`src/rtl/pon_tx_queue_scheduler.sv`:
```
// ---------------------------------------------------------------------------
// pon_tx_queue_scheduler
//
// Round-robin scheduler that shares the single GT Tx lane of the PON transmit
// path between NUM_Q per-class AXIS queue FIFOs. One eligible queue is granted
// per arbitration. Its FIFO read enable is driven for exactly one frame (up to
// and including the TLAST word). The lane then stays idle for a drain window,
// which lets the downstream pipeline flush, followed by a guard gap.
//
// Ports:
//   clk            single clock for all logic
//   rst_n          synchronous active-low reset
//   q_level        per-queue fill level, queue i at [i*LEVEL_W +: LEVEL_W]
//   q_frame_ready  queue i holds at least one complete frame
//   q_rd_tlast     head word of queue i carries TLAST
//   GT_Tx_active   GT transmitter is up and accepting data
//   tx_ready       downstream framer accepts a word this cycle
//   q_rd_en        one-hot FIFO read enable (combinational)
//   grant_q        index of the granted queue (registered)
//   burst_active   high while reading a frame or draining after it
//   burst_done     one-cycle pulse in the first guard cycle
// ---------------------------------------------------------------------------
module pon_tx_queue_scheduler #(
  parameter int NUM_Q        = 4,
  parameter int LEVEL_W      = 10,
  parameter int MIN_LEVEL    = 16,
  parameter int DRAIN_CYCLES = 15,
  parameter int GUARD_CYCLES = 4,
  localparam int QW          = $clog2(NUM_Q)
) (
  input  logic                       clk,
  input  logic                       rst_n,
  input  logic [NUM_Q*LEVEL_W-1:0]   q_level,
  input  logic [NUM_Q-1:0]           q_frame_ready,
  input  logic [NUM_Q-1:0]           q_rd_tlast,
  input  logic                       GT_Tx_active,
  input  logic                       tx_ready,
  output logic [NUM_Q-1:0]           q_rd_en,
  output logic [QW-1:0]              grant_q,
  output logic                       burst_active,
  output logic                       burst_done
);

  localparam logic [1:0] S_IDLE  = 2'd0;
  localparam logic [1:0] S_READ  = 2'd1;
  localparam logic [1:0] S_DRAIN = 2'd2;
  localparam logic [1:0] S_GUARD = 2'd3;

  // Counters stop at PARAM-1 and move on, so they never wrap.
  localparam logic [7:0] DRAIN_LAST = 8'(DRAIN_CYCLES - 1);
  localparam logic [7:0] GUARD_LAST = 8'(GUARD_CYCLES - 1);

  logic [1:0]          state;
  logic [QW-1:0]       rr_ptr;
  logic [7:0]          drain_cnt;
  logic [7:0]          guard_cnt;

  logic [LEVEL_W-1:0]  level [NUM_Q];
  logic [NUM_Q-1:0]    elig;
  logic [QW-1:0]       next_grant;
  logic [QW-1:0]       cand;
  logic                any_elig;
  logic                rd_fire;

  // Unpack the fill levels and work out which queues may be served.
  always_comb begin
    for (int i = 0; i < NUM_Q; i++) begin
      level[i] = q_level[i*LEVEL_W +: LEVEL_W];
      elig[i]  = GT_Tx_active &
                 (q_frame_ready[i] | (level[i] >= LEVEL_W'(MIN_LEVEL)));
    end
  end

  // Round-robin search starting just after the last-served queue. NUM_Q is a
  // power of two, so the QW-bit sum wraps modulo NUM_Q on its own; k = NUM_Q
  // lands back on rr_ptr, giving the last-served queue the lowest priority.
  always_comb begin
    // NOTE: every signal assigned in a combinational block gets a default at
    // the top, so no path leaves it unassigned and no latch is inferred.
    next_grant = '0;
    any_elig   = 1'b0;
    cand       = '0;
    for (int k = 1; k <= NUM_Q; k++) begin
      cand = rr_ptr + QW'(k);
      if (!any_elig && elig[cand]) begin
        any_elig   = 1'b1;
        next_grant = cand;
      end
    end
  end

  // A read only happens when the lane, the framer and the FIFO can all take
  // part; otherwise it is paused rather than aborted. Gating with rst_n drops
  // the enable in the very cycle a reset is applied, before the state reloads.
  assign rd_fire = rst_n && (state == S_READ) && tx_ready && GT_Tx_active &&
                   (level[grant_q] != '0);

  always_comb begin
    q_rd_en          = '0;
    q_rd_en[grant_q] = rd_fire;
  end

  assign burst_active = (state == S_READ) || (state == S_DRAIN);

  always_ff @(posedge clk) begin
    // NOTE: sequential state is updated with non-blocking assignments so every
    // register samples the values from before the clock edge.
    if (!rst_n) begin
      state      <= S_IDLE;
      grant_q    <= '0;
      rr_ptr     <= QW'(NUM_Q - 1);
      drain_cnt  <= '0;
      guard_cnt  <= '0;
      burst_done <= 1'b0;
    end else begin
      burst_done <= 1'b0;
      case (state)
        S_IDLE: begin
          if (any_elig) begin
            grant_q <= next_grant;
            rr_ptr  <= next_grant;
            state   <= S_READ;
          end
        end
        S_READ: begin
          if (rd_fire && q_rd_tlast[grant_q]) begin
            drain_cnt <= '0;
            state     <= S_DRAIN;
          end
        end
        S_DRAIN: begin
          // Counting continues even if GT_Tx_active drops.
          if (drain_cnt == DRAIN_LAST) begin
            guard_cnt  <= '0;
            burst_done <= 1'b1;
            state      <= S_GUARD;
          end else begin
            drain_cnt <= drain_cnt + 8'd1;
          end
        end
        S_GUARD: begin
          if (guard_cnt == GUARD_LAST) begin
            state <= S_IDLE;
          end else begin
            guard_cnt <= guard_cnt + 8'd1;
          end
        end
        default: state <= S_IDLE;
      endcase
    end
  end

endmodule

```
`config.mk`:
```
export PLATFORM = sky130hd
export DESIGN_NAME = pon_tx_queue_scheduler
export DESIGN_NICKNAME = d
export VERILOG_FILES = /design/src/rtl/pon_tx_queue_scheduler.sv
export SDC_FILE = /design/constraint.sdc
export NUM_CORES = 1
export LEC_CHECK = 0
export BUFFER_PORTS_ARGS = -buffer_cell sky130_fd_sc_hd__buf_2
export CAP_MARGIN = 20
export CORE_AREA = 2 2 69 71
export CTS_BUF_LIST = sky130_fd_sc_hd__clkbuf_8
export CTS_CLUSTER_DIAMETER = 50
export DETAILED_ROUTE_END_ITERATION = 16
export DIE_AREA = 0 0 71 73
export PLACE_DENSITY_LB_ADDON = 0.05
export SKIP_CTS_REPAIR_TIMING = 1
export SLEW_MARGIN = 20
export SYNTH_ARGS = -nofsm -noshare
export SYNTH_HDL_FRONTEND = slang
export SYNTH_SLANG_ARGS = --single-unit
```
`constraint.sdc`:
```
create_clock -name clk -period 3.01 [get_ports clk]
set_clock_uncertainty 0.15 [all_clocks]
set_input_delay 0.602 -clock clk [delete_from_list [all_inputs] [get_ports clk]]
set_output_delay 0.602 -clock clk [all_outputs]
set_load 0.02 [all_outputs]
```
# Word-level counts from Yosys, hierarchy flattened
# Index checks and enable logic that the tools add are counted.
dict set report totals {
  out_inout_bits 8
  reg_bits 23
  in_bits 52
  word_cells 100
}
dict set report op_classes {
  n_bitwise 10
  magnitude_cmp 11
  eq_ne 11
  mux 35
  reduce_logical 22
  add_sub_neg 5
}
# op n
set ops {}
lappend ops {{10-bit by 5-bit greater-or-equal comparator with 1-bit output, second input constant} 4}
lappend ops {{8-bit 2-to-1 mux} 4}
lappend ops {{8-bit case mux with 2 select lines} 2}
lappend ops {{10-bit binary-select mux with 2-bit select} 1}
lappend ops {{10-bit 2-to-1 mux} 2}
lappend ops {{8-bit by 1-bit adder with 8-bit output, second input constant} 2}
lappend ops {{2-bit 2-to-1 mux} 8}
lappend ops {{2-bit by 3-bit less-than comparator with 1-bit output, second input constant} 5}
lappend ops {{1-bit 2-to-1 mux} 11}
lappend ops {{1-bit binary-select mux with 2-bit select} 5}
lappend ops {{10-bit nonzero test} 1}
lappend ops {{1-bit logical AND} 9}
lappend ops {{8-bit by 2-bit == test with 1-bit output, second input constant} 1}
lappend ops {{8-bit by 4-bit == test with 1-bit output, second input constant} 1}
lappend ops {{2-bit != test, second input constant} 4}
lappend ops {{2-bit case mux with 4 select lines} 1}
lappend ops {{3-bit AND reduction} 2}
lappend ops {{2-bit adder, second input constant} 2}
lappend ops {{1-bit bitwise AND} 4}
lappend ops {{4-bit bitwise AND} 1}
lappend ops {{2-bit == test, second input constant} 2}
lappend ops {{2-bit by 1-bit != test with 1-bit output, second input constant} 2}
lappend ops {{1-bit bitwise OR} 4}
lappend ops {{2-bit AND reduction} 2}
lappend ops {{other kinds (11)} 14}

# Depth between registers and ports, before layout
# Gate-level depths: netlist of run 1.
dict set report logic_depth {
  ltp_word 17
  ltp_mapped 8
  mapped_depth_nobuf 8
}

# Worst setup path after synthesis of run 1
# OpenSTA, ideal clock, no wires.
dict set report synth_path {
  path_type {input-to-reg}
  from {in q_level[39]}
  to {reg rr_ptr[0]}
  path_slack_ns 0.473
  path_stages 6
  required_time_ns 2.718
  n_path_buf 0
  arrival_ns 2.245
  path_cell_list {or4_4 nor3_4 nor2_1 mux4_2 a311oi_2 o311ai_1}
}
dict set report synth_between {
  elab_chain_cells 16
  elab_cells_between_ends 26
}
# item line_no
set synth_lines {}
lappend synth_lines {{start: declaration} 33} ;# input logic [NUM_Q*LEVEL_W-1:0] q_level,
lappend synth_lines {{10-bit by 5-bit greater-or-equal comparator with 1-bit output (*)} 70} ;# (q_frame_ready[i] | (level[i] >= LEVEL_W'(MIN_LEVEL)));
lappend synth_lines {{1-bit bitwise OR (*)} 70}
lappend synth_lines {{1-bit bitwise AND (*)} 69} ;# elig[i] = GT_Tx_active &
lappend synth_lines {{1-bit binary-select mux with 2-bit select} 85} ;# if (!any_elig && elig[cand]) begin
lappend synth_lines {{1-bit 2-to-1 mux (not written as such)} 85}
lappend synth_lines {{1-bit 2-to-1 mux} 85}
lappend synth_lines {{1-bit logical NOT} 85}
lappend synth_lines {{1-bit logical AND} 85}
lappend synth_lines {{1-bit 2-to-1 mux} 85}
lappend synth_lines {{1-bit logical NOT} 85}
lappend synth_lines {{1-bit logical AND} 85}
lappend synth_lines {{1-bit 2-to-1 mux} 85}
lappend synth_lines {{1-bit logical NOT} 85}
lappend synth_lines {{1-bit logical AND} 85}
lappend synth_lines {{1-bit 2-to-1 mux} 85}
lappend synth_lines {{2-bit AND reduction (no source line)} --}
lappend synth_lines {{end signal: assignment} 111} ;# rr_ptr <= QW'(NUM_Q - 1);
lappend synth_lines {{end signal: assignment} 121} ;# rr_ptr <= next_grant;
lappend synth_lines {{end: declaration} 54} ;# logic [QW-1:0] rr_ptr;
# Every way passes the cells marked *; elsewhere a longest branch is shown, timed or not. The select of a mux whose other input is x is not followed.
# A chain may end at the register's enable or synchronous reset.

# Worst setup path in the final report of run 1
dict set report layout_path {
  from {in q_level[30]}
  to {out q_rd_en[3]}
}
dict set report layout_between {
  elab_chain_cells 6
}
# item line_no
set layout_lines {}
lappend layout_lines {{10-bit binary-select mux with 2-bit select} 96} ;# (level[grant_q] != '0);
lappend layout_lines {{10-bit 2-to-1 mux (not written as such) (2 in series)} 96}
lappend layout_lines {{10-bit nonzero test} 96}
lappend layout_lines {{1-bit logical AND} 95} ;# assign rd_fire = rst_n && (state == S_READ) && tx_ready && GT_Tx_active &&
lappend layout_lines {{4-bit bitwise AND (no source line)} --}
lappend layout_lines {{end: declaration} 38} ;# output logic [NUM_Q-1:0] q_rd_en,
# No other way between the ends. The select of a mux whose other input is x is not followed.

==> results of run 1 <==
[registers in the layout, summed over array words and instances, names as in the netlist]
| name | flops |
|---|---|
| rr_ptr | 2 |
| drain_cnt | 8 |
| guard_cnt | 8 |
| burst_done | 1 |
| grant_q | 2 |
| state | 2 |
[cell usage in the layout, fill, tap and decap left out, types with 8 or more instances in the layout]
master,instances
dfxtp_1,23
nor3_1,9
nand4_1,9
nand2_1,20
buf_2,59
nand3_1,11
nor4_1,10
inv_1,10
nor2_1,16
and2_1,8
ha_1,8
a21oi_1,14
[critical path: stages]
cell	delay, ns
buf_2	0.10
or4_1	0.53
nor4_2	0.49
nor4_1	0.10
buf_2	0.18
[cell usage after synthesis (all sizes together), types with 4 or more instances]
library cell | number | area, um2
nor2 | 16 | 60.1
or3 | 5 | 31.3
o21ai | 9 | 45.0
nand4 | 9 | 56.3
nand3 | 11 | 55.1
ha | 8 | 100
and2 | 8 | 50.1
nor3 | 11 | 77.6
and3 | 5 | 36.3
inv | 10 | 37.5
o211ai | 4 | 30.0
nand2 | 20 | 75.1
nor4 | 13 | 100
dfxtp | 23 | 460
a21oi | 14 | 70.1
[worst max path at each step]
stage                     cells past startpoint          to   startpoint
after global placement                        5  q_rd_en[3]  q_level[30]
after detailed placement                      7   rr_ptr[0]  q_level[39]
after CTS                                     5  q_rd_en[3]  q_level[30]
after global routing                          5  q_rd_en[3]  q_level[39]
final                                         5  q_rd_en[3]  q_level[30]
after floorplan                               6   rr_ptr[0]  q_level[39]
[report_power, final]
group / switching, uW / internal [uW] / total [uW]
Clock: 98.9 / 92.3 / 191
Combinational: 254 / 186 / 440
Sequential: 59.2 / 341 / 400
[per-stage QoR]
step	power, uW	worst slack [ns]	area (um2)	hold slack, ns
global placement	847	0.278	2080	0.319
detailed placement	847	0.257	2080	0.322
global route	1120	0.213	2120	0.370
floorplan	713	0.473	1700	0.299
finish	1030	0.264	2120	0.333
CTS	1050	0.277	2120	0.336
[routing by layer]
layer / part of all wire [%] / vias up / global-route usage [%]
met5: 0 / - / 0
met4: 0.62 / 0 / 5.45
met3: 3.2 / 2 / 1.66
met2: 50 / 41 / 31.0
met1: 46 / 799 / 21.3
li1: - / 933 / -
[cell families after synthesis]
kind of cell / after synthesis / share of synthesized area, %
DFF: 23 / 27.1
AOI/OAI and AO/OA: 42 / 16.3
adders and majority gates: 8 / 5.88
buffers and inverters: 13 / 2.87
and+or+nand+nor: 112 / 39.4
muxes: 5 / 5.37
xor gates and xnor gates: 6 / 3.09
[layout make-up]
class,count,area share (%)
multi-input combinational,173,56.2
sequential,23,21.7
timing repair buffer,62,15.0
tap,54,3.18
clock buffer,3,1.95
inverter,10,1.77
clock inverter,1,0.236
==> flow_metrics.tcl, run 1 <==
set metrics [dict create \
    worst_pin_slew_ns 0.488 \
    clk_latency_ns 0.26 \
    fin_crit_sh_pct 91.2 \
    grt_overflow_total 0 \
    ir_drop_mv 0.217 \
    hold-path-cell-count 2 \
    fp.dieArea_um2 5180 \
    p_per_area_nw_per_um2 486 \
    cts-root-buf "clkbuf_8" \
    grt_pass1_wl_um 7200 \
    reg2reg_from "state[1]" \
    rrSetupSlack_ns 0.60 \
    drt-vias-per-instance 5.44 \
    row_count 25 \
    antenna_cells 0 \
    yosys_warnings 0 \
    netlist_instances 209 \
    fillCellCount 449 \
    r2r-end "state[0]" \
    die_width_um 71 \
    path_max_fanout 4 \
    final_cells 326 \
    start_util_pct 37.5 \
    required_ns 2.26 \
    drt_iter0_drc 82 \
    fin_crit_ns 2.75 \
    max-cap-violations 0 \
    port_buffers 59 \
    critPathKind "in2out" \
    hp-start "guard_cnt[1]" \
    multi_input_area_um2 1190 \
    io-pin-count 60 \
    ys_ff_latch 23 \
    cts-htree-levels 1 \
    endpoint_kind "output port" \
    fp.coreArea_um2 4540 \
    hold_end "guard_cnt[1]" \
    vias 1775 \
    fin_util_pct 46.8 \
    hpwl_um 3580 \
    grt_pass1_vias 1603 \
    cts_made_buffers 3 \
    syn-num-nets 269 \
    area_growth_pct 24.7 \
    start_kind "input pin" \
    clock-sinks 23 \
    die_height_um 73 \
    leakage_uw 0.000870 \
    hold_viol 0 \
    max_freq_mhz 364 \
    reg2regPathDepth 7 \
    synth_edf_count 0 \
    postSynthAreaPerCell_um2 8.14 \
    nNetsFinal 333 \
    clockBufferDepth 2 \
    synth_cell_type_count 47 \
    firstDrtPassIters 4 \
    drive_gt1_share_pct 29.8 \
    setup_violations 0 \
    wl_per_cell_um 13.4 \
    rsz0062_at_grt "false" \
    cts_tree "done" \
    maxSlewHeadroom_pct 67.2 \
    synthArstFlopShare_pct 0 \
    track_usage_pct 17.1 \
    antenna_found_initial 0 \
    seq_area_um2 460 \
    dp_cells 322 \
    wl_um 4370 \
    status "finished clean" \
    drc_errors 0 \
    antenna_left 0 \
    tns_ns 0 \
    drv_slew 0 \
    grt_max_degree 14 \
    synthFlopType "dfxtp_1" \
    synth.cell_area_um2 1700 \
    clk_pin_slew_worst_paths_ns 0.09 \
    seq_area_frac_synth_pct 27.1 \
    gp_congestion 0.855 \
    worstPathArrival_ns 1.99 \
    hold_class "reg2reg" \
]
Power figures use the tool's default switching activity.
==> run 2: changes to the inputs <==
==> constraint.sdc (replaced) <==
create_clock -name clk -period 3.01 [get_ports clk]
set_clock_uncertainty 0.15 [all_clocks]
set_input_delay 0.301 -clock clk [delete_from_list [all_inputs] [get_ports clk]]
set_output_delay 0.301 -clock clk [all_outputs]
set_load 0.02 [all_outputs]
==> run 2 against run 1 <==
  * Clock power increased by 6%
  * Final cell count is 0.92% lower
  * Hold slack worse by 0.16 ns
  * Clock-buffer cell count unchanged
  * Largest power group unchanged
  * Highest routed layer unchanged
  * Fmax rose by 14%
  * Largest cell class unchanged
  * Utilization decreased by 0.44 points
  * Design area decreased by 0.94%
  * Total power is 1.6% higher
==> flow_metrics.tcl, run 2 (synthesized netlist as in run 1, its figures left out) <==
set metrics [dict create \
    die_width_um 71 \
    path_cells "inv_1 > ha_1 > nand3_1 > or4b_4 > and3_4 > a211oi_2 > mux2i_1" \
    final_cells 323 \
    final_common_cell "buf_2" \
    setup_violations 0 \
    fp.dieArea_um2 5180 \
    track_usage_pct 16.9 \
    placed_area_um2 2050 \
    drive_gt1_share_pct 29.0 \
    grt_pass1_vias 1569 \
    start_kind "flop" \
    fp.coreArea_um2 4540 \
    io-pin-count 60 \
    fin_crit_sh_pct 79.7 \
    grt_max_degree 15 \
    cts-root-buf "clkbuf_8" \
    cts_made_buffers 3 \
    rsz0062_at_grt "false" \
    path_max_fanout 4 \
    nNetsFinal 330 \
    layout_common_cells "59 x buf_2, 23 x dfxtp_1, 20 x nand2_1, 16 x nor2_1, 14 x a21oi_1" \
    worst_pin_slew_ns 0.570 \
    die_height_um 73 \
    design_area_um2 2100 \
    start_util_pct 37.5 \
    crit_family "simple AND/OR/NAND/NOR gates" \
    holdWs_ns 0.174 \
    tns_ns 0 \
    hpwl_um 3650 \
    grt_pass1_wl_um 7240 \
    wl_per_cell_um 13.8 \
    fillCellCount 443 \
    max_freq_mhz 417 \
    area_growth_pct 23.5 \
    ir_drop_mv 0.189 \
    hold_viol 0 \
    cts_tree "done" \
    required_ns 3.07 \
    clockBufferDepth 2 \
    drc_errors 0 \
    drv_slew 0 \
    status "finished clean" \
    clk_latency_ns 0.27 \
    endpoint_kind "flop" \
    drt-vias-per-instance 5.61 \
    port_buffers 59 \
    antenna_cells 0 \
    critPathSlowestCell "or4b_4" \
    largest_registers "drain_cnt (8), guard_cnt (8)" \
    critPathKind "reg2reg" \
    dp_cells 319 \
    antenna_left 0 \
    hold_class "in2reg" \
    maxSlewHeadroom_pct 61.7 \
    wl_um 4440 \
    leakage_uw 0.000851 \
    worstPathArrival_ns 2.46 \
    firstDrtPassIters 6 \
    max-cap-violations 0 \
    fin_crit_ns 2.40 \
    clock-sinks 23 \
    vias 1813 \
    row_count 25 \
    p_per_area_nw_per_um2 498 \
    cpPeakStageDelay_ns 0.58 \
    cts-htree-levels 1 \
    drt_iter0_drc 110 \
    fin_util_pct 46.3 \
    clk_pin_slew_worst_paths_ns 0.09 \
    gp_congestion 0.864 \
    grt_overflow_total 0 \
    antenna_found_initial 0 \
    path_buf_inv 1 \
]
==> run 2: path summary, 6_finish.rpt <==
path           startpoint            to  slack [ns]  cells past startpoint
max              state[1]      state[1]        0.61                      7
min                 rst_n     rr_ptr[0]        0.17                      2
max reg2reg      state[1]      state[1]        0.61                      7
min reg2reg  guard_cnt[1]  guard_cnt[1]        0.33                      2
==> run 2: per-stage QoR <==
step | setup slack (ns) | power [uW]
after floorplan | 0.774 | 713
after global placement | 0.546 | 851
after detailed placement | 0.498 | 850
after CTS | 0.596 | 1060
after global routing | 0.441 | 1130
final | 0.611 | 1050
==> run 2: worst reg2reg max path, delay by kind of cell, from the launching register on <==
family | cells | cell delay, ns
flops | 1 | 0.35
compound gates | 1 | 0.30
buf+inv | 1 | 0.10
mux | 1 | 0.22
fa+ha+maj | 1 | 0.24
simple gates | 3 | 0.97
==> run 2: layout make-up <==
class / count / area (um2) / share of cell area (%)
clock inverter: 1 / 7.51 / 0.357
tap: 54 / 67.6 / 3.21
multi-input combinational: 173 / 1190 / 56.7
timing repair buffer: 59 / 295 / 14.0
inverter: 10 / 37.5 / 1.79
sequential: 23 / 460 / 21.9
clock buffer: 3 / 41.3 / 1.96
==> run 2: metal layers <==
metal / up-vias / wire length (um) / global-route usage, %
met5: - / 0 / 0
met3: 5 / 153 / 1.93
met1: 841 / 2060 / 22.4
met4: 0 / 39 / 3.35
met2: 46 / 2190 / 30.0
li1: 921 / - / -
==> run 2: where the power goes <==
part           internal, uW  total (uW)  switching (uW)
Clock                  93.8         203             109
Sequential              341         403            61.7
Combinational           184         442             258
